<file path="src/rtl/jpeg_unstuff_bit_reader_if.sv">
// Byte-stream input, bit-window output and marker handshake between the JPEG
// stream source / Huffman decoder and the unstuffing bit reader.
interface jpeg_unstuff_bit_reader_if #(
    parameter int unsigned BUF_W = 32,
    parameter int unsigned WIN_W = 16,
    parameter int unsigned LEN_W = 5
);
    localparam int unsigned FILL_W = $clog2(BUF_W + 1);

    logic              in_valid;
    logic [7:0]        in_data;
    logic              in_ready;
    logic [WIN_W-1:0]  peek_bits;
    logic [FILL_W-1:0] fill_level;
    logic              peek_valid;
    logic              consume_en;
    logic [LEN_W-1:0]  consume_len;
    logic              marker_valid;
    logic [7:0]        marker_code;
    logic              marker_ack;
    logic              err;

    modport master (
        output in_valid, in_data, consume_en, consume_len, marker_ack,
        input  in_ready, peek_bits, fill_level, peek_valid, marker_valid, marker_code, err
    );

    modport slave (
        input  in_valid, in_data, consume_en, consume_len, marker_ack,
        output in_ready, peek_bits, fill_level, peek_valid, marker_valid, marker_code, err
    );
endinterface

</file>
<file path="src/rtl/jpeg_unstuff_bit_reader.sv">
// JPEG entropy-stream front end: strips FF00 stuffing, traps markers and offers an
// MSB-first bit window from which the Huffman decoder consumes a variable bit count.
module jpeg_unstuff_bit_reader #(
    parameter int unsigned BUF_W = 32,
    parameter int unsigned WIN_W = 16,
    parameter int unsigned LEN_W = 5
) (
    input logic clk,
    input logic rst_n,
    jpeg_unstuff_bit_reader_if.slave bus
);
    localparam int unsigned FillW = $clog2(BUF_W + 1);

    typedef enum logic [1:0] {StNormal, StGotFf, StMarker} state_e;

    state_e             state_q, state_d;
    logic [BUF_W-1:0]   buf_q, buf_d, buf_mid, app_ext;
    logic [FillW-1:0]   fill_q, fill_d, fill_mid;
    logic [7:0]         code_q, code_d, app_byte;
    logic               err_q, err_d;
    logic               accept, append, consume_bad, consume_ok;
    logic [31:0]        len32, fill32;

    assign len32  = 32'(bus.consume_len);
    assign fill32 = 32'(fill_q);

    assign bus.in_ready     = (state_q != StMarker) && (fill32 <= BUF_W - 8);
    assign bus.peek_bits    = buf_q[BUF_W-1 -: WIN_W];
    assign bus.fill_level   = fill_q;
    assign bus.peek_valid   = fill32 >= WIN_W;
    assign bus.marker_valid = state_q == StMarker;
    assign bus.marker_code  = code_q;
    assign bus.err          = err_q;

    assign accept      = bus.in_valid && bus.in_ready;
    assign consume_bad = bus.consume_en && ((len32 > WIN_W) || (len32 > fill32));
    assign consume_ok  = bus.consume_en && !consume_bad;

    // Consumed bits leave from the top; zeros shift in so bits past fill stay clear.
    assign buf_mid  = consume_ok ? (buf_q << bus.consume_len) : buf_q;
    assign fill_mid = consume_ok ? (fill_q - FillW'(bus.consume_len)) : fill_q;

    always_comb begin
        state_d  = state_q;
        code_d   = code_q;
        err_d    = err_q | consume_bad;
        append   = 1'b0;
        app_byte = bus.in_data;

        unique case (state_q)
            StNormal: begin
                if (accept) begin
                    if (bus.in_data == 8'hFF) state_d = StGotFf;
                    else                      append  = 1'b1;
                end
            end
            StGotFf: begin
                if (accept) begin
                    if (bus.in_data == 8'h00) begin
                        append   = 1'b1;
                        app_byte = 8'hFF;
                        state_d  = StNormal;
                    end else if (bus.in_data != 8'hFF) begin
                        code_d  = bus.in_data;
                        state_d = StMarker;
                    end
                end
            end
            StMarker: begin
                state_d = StMarker;
            end
            default: state_d = StNormal;
        endcase

        // New byte lands directly beneath whatever survives this cycle's consume.
        app_ext = {app_byte, {(BUF_W - 8){1'b0}}};
        buf_d   = buf_mid;
        fill_d  = fill_mid;
        if (append) begin
            buf_d  = buf_mid | (app_ext >> fill_mid);
            fill_d = fill_mid + FillW'(8);
        end

        // Ack flushes everything, overriding any consume in the same cycle.
        if (state_q == StMarker && bus.marker_ack) begin
            buf_d   = '0;
            fill_d  = '0;
            state_d = StNormal;
        end
    end

    always_ff @(posedge clk or negedge rst_n) begin
        if (!rst_n) begin
            state_q <= StNormal;
            buf_q   <= '0;
            fill_q  <= '0;
            code_q  <= 8'h00;
            err_q   <= 1'b0;
        end else begin
            state_q <= state_d;
            buf_q   <= buf_d;
            fill_q  <= fill_d;
            code_q  <= code_d;
            err_q   <= err_d;
        end
    end
endmodule

</file>
<file path="src/flat_wrapper.sv">
// flat-port wrapper written by rule: the top's interface ports become plain ports
module jpeg_unstuff_bit_reader_flat 
#(
    parameter int unsigned BUF_W = 32,
    parameter int unsigned WIN_W = 16,
    parameter int unsigned LEN_W = 5
)
  (clk, rst_n, bus_in_valid, bus_in_data, bus_consume_en, bus_consume_len, bus_marker_ack, bus_in_ready, bus_peek_bits, bus_fill_level, bus_peek_valid, bus_marker_valid, bus_marker_code, bus_err);
  jpeg_unstuff_bit_reader_if #(.BUF_W(BUF_W), .WIN_W(WIN_W), .LEN_W(LEN_W)) bus_i ();
  input logic clk;
  input logic rst_n;
  input wire logic [$bits(bus_i.in_valid)-1:0] bus_in_valid;
  input wire logic [$bits(bus_i.in_data)-1:0] bus_in_data;
  input wire logic [$bits(bus_i.consume_en)-1:0] bus_consume_en;
  input wire logic [$bits(bus_i.consume_len)-1:0] bus_consume_len;
  input wire logic [$bits(bus_i.marker_ack)-1:0] bus_marker_ack;
  output wire logic [$bits(bus_i.in_ready)-1:0] bus_in_ready;
  output wire logic [$bits(bus_i.peek_bits)-1:0] bus_peek_bits;
  output wire logic [$bits(bus_i.fill_level)-1:0] bus_fill_level;
  output wire logic [$bits(bus_i.peek_valid)-1:0] bus_peek_valid;
  output wire logic [$bits(bus_i.marker_valid)-1:0] bus_marker_valid;
  output wire logic [$bits(bus_i.marker_code)-1:0] bus_marker_code;
  output wire logic [$bits(bus_i.err)-1:0] bus_err;
  assign bus_i.in_valid = bus_in_valid;
  assign bus_i.in_data = bus_in_data;
  assign bus_i.consume_en = bus_consume_en;
  assign bus_i.consume_len = bus_consume_len;
  assign bus_i.marker_ack = bus_marker_ack;
  assign bus_in_ready = bus_i.in_ready;
  assign bus_peek_bits = bus_i.peek_bits;
  assign bus_fill_level = bus_i.fill_level;
  assign bus_peek_valid = bus_i.peek_valid;
  assign bus_marker_valid = bus_i.marker_valid;
  assign bus_marker_code = bus_i.marker_code;
  assign bus_err = bus_i.err;
  jpeg_unstuff_bit_reader #(.BUF_W(BUF_W), .WIN_W(WIN_W), .LEN_W(LEN_W)) u_core (.clk(clk), .rst_n(rst_n), .bus(bus_i));
endmodule
</file>
<file path="config.mk">
export PLATFORM = sky130hd
export DESIGN_NAME = jpeg_unstuff_bit_reader_flat
export DESIGN_NICKNAME = d
export VERILOG_FILES = /design/src/rtl/jpeg_unstuff_bit_reader_if.sv /design/src/rtl/jpeg_unstuff_bit_reader.sv /design/src/flat_wrapper.sv
export SDC_FILE = /design/constraint.sdc
export NUM_CORES = 1
export LEC_CHECK = 0
export ABC_AREA = 1
export CAP_MARGIN = 25
export CORE_ASPECT_RATIO = 0.5
export CORE_MARGIN = 4
export CORE_UTILIZATION = 30
export CTS_BUF_LIST = sky130_fd_sc_hd__clkbuf_2 sky130_fd_sc_hd__clkbuf_4 sky130_fd_sc_hd__clkbuf_8
export CTS_CLUSTER_SIZE = 14
export DETAILED_ROUTE_END_ITERATION = 12
export PLACE_DENSITY = 0.59
export REMOVE_ABC_BUFFERS = 1
export SLEW_MARGIN = 10
export SYNTH_ARGS = -nofsm -noshare
export SYNTH_HDL_FRONTEND = slang
export SYNTH_SLANG_ARGS = --single-unit
</file>
<file path="constraint.sdc">
create_clock -name clk -period 2.7 [get_ports clk]
set_input_delay 0.675 -clock clk [delete_from_list [all_inputs] [get_ports clk]]
set_output_delay 0.675 -clock clk [all_outputs]
set_load 0.005 [all_outputs]
</file>
Word level (Yosys, flattened, before mapping)
Index checks and enable logic that the tools add are counted.
{ "totals": {"input_bits": 18, "out_inout_bits": 34, "regBits": 49} }
{ "classes": {"n_bitwise": 3, "shifts": 2, "n_lt_le_gt_ge": 4, "n_eq_ne": 9, "add_sub_neg": 2, "muxes": 21, "n_reduce_logical": 11} }
{ "ops": {"columns": ["operator", "n"], "rows": [
  ["$mux W32", 3],
  ["$or A32 B32 Y32", 1],
  ["$shl A32 B5 Y32", 1],
  ["$shr A32 B6 Y32", 1],
  ["$mux W8", 3],
  ["$mux W6", 3],
  ["$mux W2", 6],
  ["$ne A3 B1 Y1 const B", 3],
  ["$eq A8 B8 Y1 const B", 1],
  ["$logic_not A8 Y1", 1],
  ["$ne A8 B8 Y1 const B", 1],
  ["$reduce_and A4 Y1", 2],
  ["$add A6 B4 Y6 const B", 1],
  ["$ge A6 B5 Y1 const B", 1],
  ["$gt A5 B6 Y1", 1],
  ["$le A6 B5 Y1 const B", 1],
  ["$pmux W2 S3", 1],
  ["$sub A6 B5 Y6", 1],
  ["$gt A5 B5 Y1 const B", 1],
  ["$logic_and A1 B1 Y1", 5],
  ["$mux W1", 4],
  ["$ne A4 B1 Y1 const B", 1],
  ["$eq A2 B1 Y1 const B", 1],
  ["$eq A2 B2 Y1 const B", 1],
  ["7 further kinds", 7]
]} }

Longest topological paths before layout
{ "logic_depth": {"word_depth": 10, "depth_mapped": 20} }

Worst setup path before layout
No wires, ideal clock.
{ "synth_path": {"path_type": "input -> register", "start": "input bus_consume_len[4]", "end": "register u_core.fill_q[4], in the netlist u_core.bus.fill_level[4]", "setup_ns": 0.129, "path_slack_ns": -0.642, "n_path_buf": 4, "required_ns": 2.571, "cell_stages": 18, "arrival_ns": 3.213, "cell_sequence": "clkbuf_1 -> clkinv_1 -> clkbuf_1 -> ha_1 -> inv_2 -> nor2_2 -> nand3_1 -> nand3_2 -> nand3_4 -> inv_2 -> buf_6 -> nand2_1 -> nand2_1 -> inv_1 -> buf_2 -> ha_1 -> o21ai_0 -> a21oi_1"} }
{ "synth_via": {"elab_chain_len": 9, "word_cells_on_any_way": 11, "cone_classes": "add/sub: 2; order compare: 2; mux: 3; reduce/logical: 4"} }
{ "synth_rtl": {"columns": ["element", "line_no", "text"], "rows": [
  ["start: declaration", "flat_wrapper.sv:15", "input wire logic [$bits(bus_i.consume_len)-1:0] bus_consume_len;"],
  ["$gt A5 B6 Y1 or $gt A5 B5 Y1 (tied branches)", "jpeg_unstuff_bit_reader.sv:36", "assign consume_bad = bus.consume_en && ((len32 > WIN_W) || (len32 > fill32));"],
  ["$logic_or A1 B1 Y1", "jpeg_unstuff_bit_reader.sv:36", null],
  ["$logic_and A1 B1 Y1", "jpeg_unstuff_bit_reader.sv:36", null],
  ["$logic_not A1 Y1", "jpeg_unstuff_bit_reader.sv:37", "assign consume_ok = bus.consume_en && !consume_bad;"],
  ["$logic_and A1 B1 Y1", "jpeg_unstuff_bit_reader.sv:37", null],
  ["$mux W6 (*)", "jpeg_unstuff_bit_reader.sv:41", "assign fill_mid = consume_ok ? (fill_q - FillW'(bus.consume_len)) : fill_q;"],
  ["$add A6 B4 Y6", "jpeg_unstuff_bit_reader.sv:81", "fill_d = fill_mid + FillW'(8);"],
  ["$mux W6 (*)", "jpeg_unstuff_bit_reader.sv:79", "if (append) begin"],
  ["$mux W6 (*)", "jpeg_unstuff_bit_reader.sv:85", "if (state_q == StMarker && bus.marker_ack) begin"],
  ["net u_core.fill_d[4]", "jpeg_unstuff_bit_reader.sv:18", "logic [FillW-1:0] fill_q, fill_d, fill_mid;"],
  ["end signal: assignment", "jpeg_unstuff_bit_reader.sv:102", "fill_q <= fill_d;"],
  ["end: declaration", "jpeg_unstuff_bit_reader.sv:18", null]
]} }
Mark *: on every way through the listed nets, which the timed path passes. The rest lies on a longest branch.
A chain may end at the register's enable or synchronous reset.

Worst setup path after layout
{ "layout_path": {"start": "input bus_consume_len[0]", "end": "register u_core.buf_q[15]"} }
{ "layout_via": {"elab_chain_len": 10, "word_cells_on_any_way": 14, "cone_classes": "add/sub: 1; order compare: 2; shift: 2; mux: 4; bitwise: 1; reduce/logical: 4"} }
{ "layout_rtl": {"columns": ["element", "line_no", "text"], "rows": [
  ["$gt A5 B6 Y1 or $gt A5 B5 Y1 (tied branches)", "jpeg_unstuff_bit_reader.sv:36", null],
  ["$logic_or A1 B1 Y1", "jpeg_unstuff_bit_reader.sv:36", null],
  ["$logic_and A1 B1 Y1", "jpeg_unstuff_bit_reader.sv:36", null],
  ["$logic_not A1 Y1", "jpeg_unstuff_bit_reader.sv:37", null],
  ["$logic_and A1 B1 Y1", "jpeg_unstuff_bit_reader.sv:37", null],
  ["$mux W6", "jpeg_unstuff_bit_reader.sv:41", null],
  ["$shr A32 B6 Y32", "jpeg_unstuff_bit_reader.sv:80", "buf_d = buf_mid | (app_ext >> fill_mid);"],
  ["$or A32 B32 Y32", "jpeg_unstuff_bit_reader.sv:80", null],
  ["$mux W32 (*)", "jpeg_unstuff_bit_reader.sv:79", null],
  ["$mux W32 (*)", "jpeg_unstuff_bit_reader.sv:85", null],
  ["net u_core.buf_d[15]", "jpeg_unstuff_bit_reader.sv:17", "logic [BUF_W-1:0] buf_q, buf_d, buf_mid, app_ext;"],
  ["end signal: assignment", "jpeg_unstuff_bit_reader.sv:101", "buf_q <= buf_d;"],
  ["end: declaration", "jpeg_unstuff_bit_reader.sv:17", null]
]} }
Marked as above.

==> impl_results.md <==
- Status: finished, final reports clean
- TritonCTS buffer count: 5
- Required time worst endpoint: between 2 and 3 ns
- Fin crit share: 97.3%
- DP HPWL: between 10 and 15 mm
- Hold Buf Count CTS: 0
- Final hold violations: 0
- Slowest stage cell, crit path: fa_2
- Drt initial violations: a little under 500
- Die span in x: approximately 180 um
- Clock transition at path regs: about 0.10 ns
- Syn avg cell area: between 6 and 7 um2
- Crit Path Max Fanout: 6
- Via/cell ratio: 5.26
- Synth Flop Type: dfrtp_1
- Final ANT Viol Nets: 0
- Register area: around 1200 um2
- Core area: about 15,000 um2
- Final min period: 2.63 ns
- DR WL/cell: between 15 and 20 um
- Post-route insts no fill: around 1,100
- Seq cells post-synth: between 40 and 50
- GRT Total Usage: 20.2%
- Worst Hold Slack: roughly 0.36 ns
- Post-Synthesis Cells: ~750
- Top cells by area, synth: dfrtp_1 (26%), nand2_1 (17%), o21ai_0 (11%), nand3_1 (6.1%), a21oi_1 (5.8%)
- IO Port Bufs: between 50 and 60
- Mapped Area: around 4700 um2
- CP arrival: roughly 2.9 ns
- Pins Over Slew Limit: 0
- Crit-path leading delay family: simple AND/OR/NAND/NOR gates
- Crit Path Category: input port to register
- Ys async rst share: 100%
- Clock Skew: between 0.006 and 0.007 ns
- Total die area: 17,800 um2
- Capturing element type of the critical path: register
- Routed wire length: around 18 mm
- Vias: roughly 5,700
- Number of global-route vias before repair: ~5,300
- Largest net degree at the start of global routing: 33
- YS warnings: 0
- Placer Congestion: 0.942
- Initial Utilization: between 30% and 40%
- Area leader, netlist: dfrtp_1
- PwrDens: approximately 990 nW/um2
- Share of cells above drive strength 1: 24.2%
- Ant. Diodes: 0
- CP bufs+invs: 4
- DRC Markers: 0
- Clock Latency Late Sink: about 0.32 ns
- Pre-CTS setup slack: -0.891 ns
- Max stage delay on crit path: between 0.3 and 0.4 ns
- Leak Pwr: ~2.9 nW
- Clock Sink Count: 49
- Grt total ovfl: 0
- CTS tree: built
- Worst slew pin tran: 0.636 ns
- Final WS setup: approximately 0.07 ns
- Htree depth: 2
- Crit path cell chain: buf_2 > ha_4 > fa_2 > inv_2 > nand3_2 > nand3_4 > nand3_4 > or2_4 > o21ai_4 > buf_6 > nand4_1 > buf_4 > nor2_1 > nor2_1 > a21oi_1
- Max_slew headroom: 57.6%
- Net count, final: roughly 900
- Post-synthesis cell type count: 45
- # IOs: 52
- Worst hold path type: input port to async pin
- Sequential area share after synthesis: between 20% and 30%
- Initial antenna violation count: 0
- Worst vdd ir: around 0.33 mV
- Synth top area share: a little over a quarter
- Site row count: 32
- Clk buf depth: 2
- First-pass GRT wire length: about 29 mm
- Multi-input gate area: approximately 3200 um2
- Die height: 96.5 um
- Synth cell count leaders: nand2_1 (217), o21ai_0 (99), nand3_1 (57), a21oi_1 (54), inv_1 (50)
- Area grow syn2layout: 37.3%
- CP startpoint kind: input port
- TritonRoute pass-1 iters: 6
- Root buf cell: clkbuf_8
- Fmax achieved: approximately 0.38 GHz
- Fill count: 1,608
- Max Cap Viol: 0
- Post-synth EDFFs: 0
- Count leader, synth: nand2_1
- Final Setup Violations: 0
- Dpl cells: approximately 1,100
flip-flops by register name, indices dropped and copies added (netlist names):
register                flops
u_core.bus.marker_code      8
u_core.buf_q               32
u_core.bus.fill_level       6
u_core.bus.err              1
u_core.state_q              2
report_power, final:
group | total, W | switching (W) | leakage, nW | internal, W
logic | 0.00446 | 0.00243 | 2.26 | 0.00203
registers | 0.00145 | 0.000401 | 0.609 | 0.00104
clock network | 0.000480 | 0.000292 | 0.0447 | 0.000188
total | 0.00638 | 0.00312 | 2.92 | 0.00326
area by class of cell:
cell class | instances | share of cell area [%]
Clock inverter | 3 | 0.388
Timing Repair Buffer | 174 | 22.5
Sequential cell | 49 | 19.0
Multi-Input combinational cell | 586 | 49.2
Inverter | 63 | 3.84
Clock buffer | 5 | 1.07
Tap cell | 204 | 3.96
cell families after synthesis:
group | count (synthesis) | synth area share [%]
compound gates | 203 | 24.0
fa+ha+maj | 7 | 2.02
xor+xnor | 3 | 0.560
mux | 13 | 2.77
flops | 49 | 26.1
simple gates | 359 | 32.6
buf+inv | 120 | 11.9
routing by layer:
layer,GRT usage [%],part of all wire (%)
met4,4.58,2.0
met1,29.5,47
met3,3.37,8.4
met2,31.6,43
met5,0,0
worst register-to-register path: stages (launching register included):
cell     delay [ns]
dfrtp_1        0.38
inv_1          0.10
ha_4           0.18
fa_2           0.35
inv_2          0.07
nand3_2        0.09
nand3_4        0.10
nand3_4        0.13
or2_4          0.29
o21ai_4        0.11
buf_6          0.16
nand4_1        0.14
buf_4          0.18
nor2_1         0.09
nor2_1         0.05
a21oi_1        0.13
metrics by stage:
stage / power (W) / cell area, um2 / TNS (ns) / util, %
detailed placement: 0.00521 / 5920 / -27.35 / 38.5
global placement: 0.00522 / 5920 / -26.84 / 38.5
floorplan: 0.00329 / 4380 / -31.32 / -
global route: 0.00690 / 6450 / -0.160 / 41.9
finish: 0.00638 / 6450 / 0 / 41.9
CTS: 0.00611 / 6300 / 0 / 41.0
layout by cell type, fill, tap and decap left out, types with 5 or more instances in the layout:
| cell | netlist | layout |
|---|---|---|
| o211ai_1 | 6 | 6 |
| inv_1 | 50 | 48 |
| a31oi_1 | 5 | 5 |
| mux2i_1 | 13 | 13 |
| o21ai_1 | 5 | 10 |
| nand3_1 | 57 | 41 |
| nand2_1 | 217 | 202 |
| nor2_2 | 4 | 5 |
| nor3_1 | 7 | 7 |
| clkdlybuf4s50_1 | 0 | 45 |
| o22ai_1 | 11 | 11 |
| buf_4 | 22 | 114 |
| nand3_2 | 1 | 16 |
| buf_6 | 2 | 7 |
| dfrtp_1 | 49 | 49 |
| o21ai_0 | 99 | 93 |
| nand4_1 | 13 | 13 |
| nor2_1 | 44 | 42 |
| nand2_2 | 3 | 14 |
| a21oi_1 | 54 | 50 |
| a22oi_1 | 9 | 9 |
| inv_2 | 8 | 9 |
| clkbuf_8 | 0 | 5 |
final timing paths:
path                                           from                        to  slack, ns  cells past startpoint
max reg2reg                u_core.bus.fill_level[0]          u_core.buf_q[15]       0.08                     15
max                              bus_consume_len[0]          u_core.buf_q[15]       0.07                     15
max in group asynchronous                     rst_n  u_core.bus.fill_level[5]       1.67                      2
min                                           rst_n          u_core.buf_q[19]       0.36                      1
min in group clk                     u_core.bus.err            u_core.bus.err       0.46                      1
min reg2reg                          u_core.bus.err            u_core.bus.err       0.46                      1
what timing repair did:
item                       CTS  global route
setup endpoints to repair   36            34
pin swaps                   15            23
buffers inserted            13             6
gates resized for setup     49            47
cloned                       3             0
(Power assumes the default switching activity.)
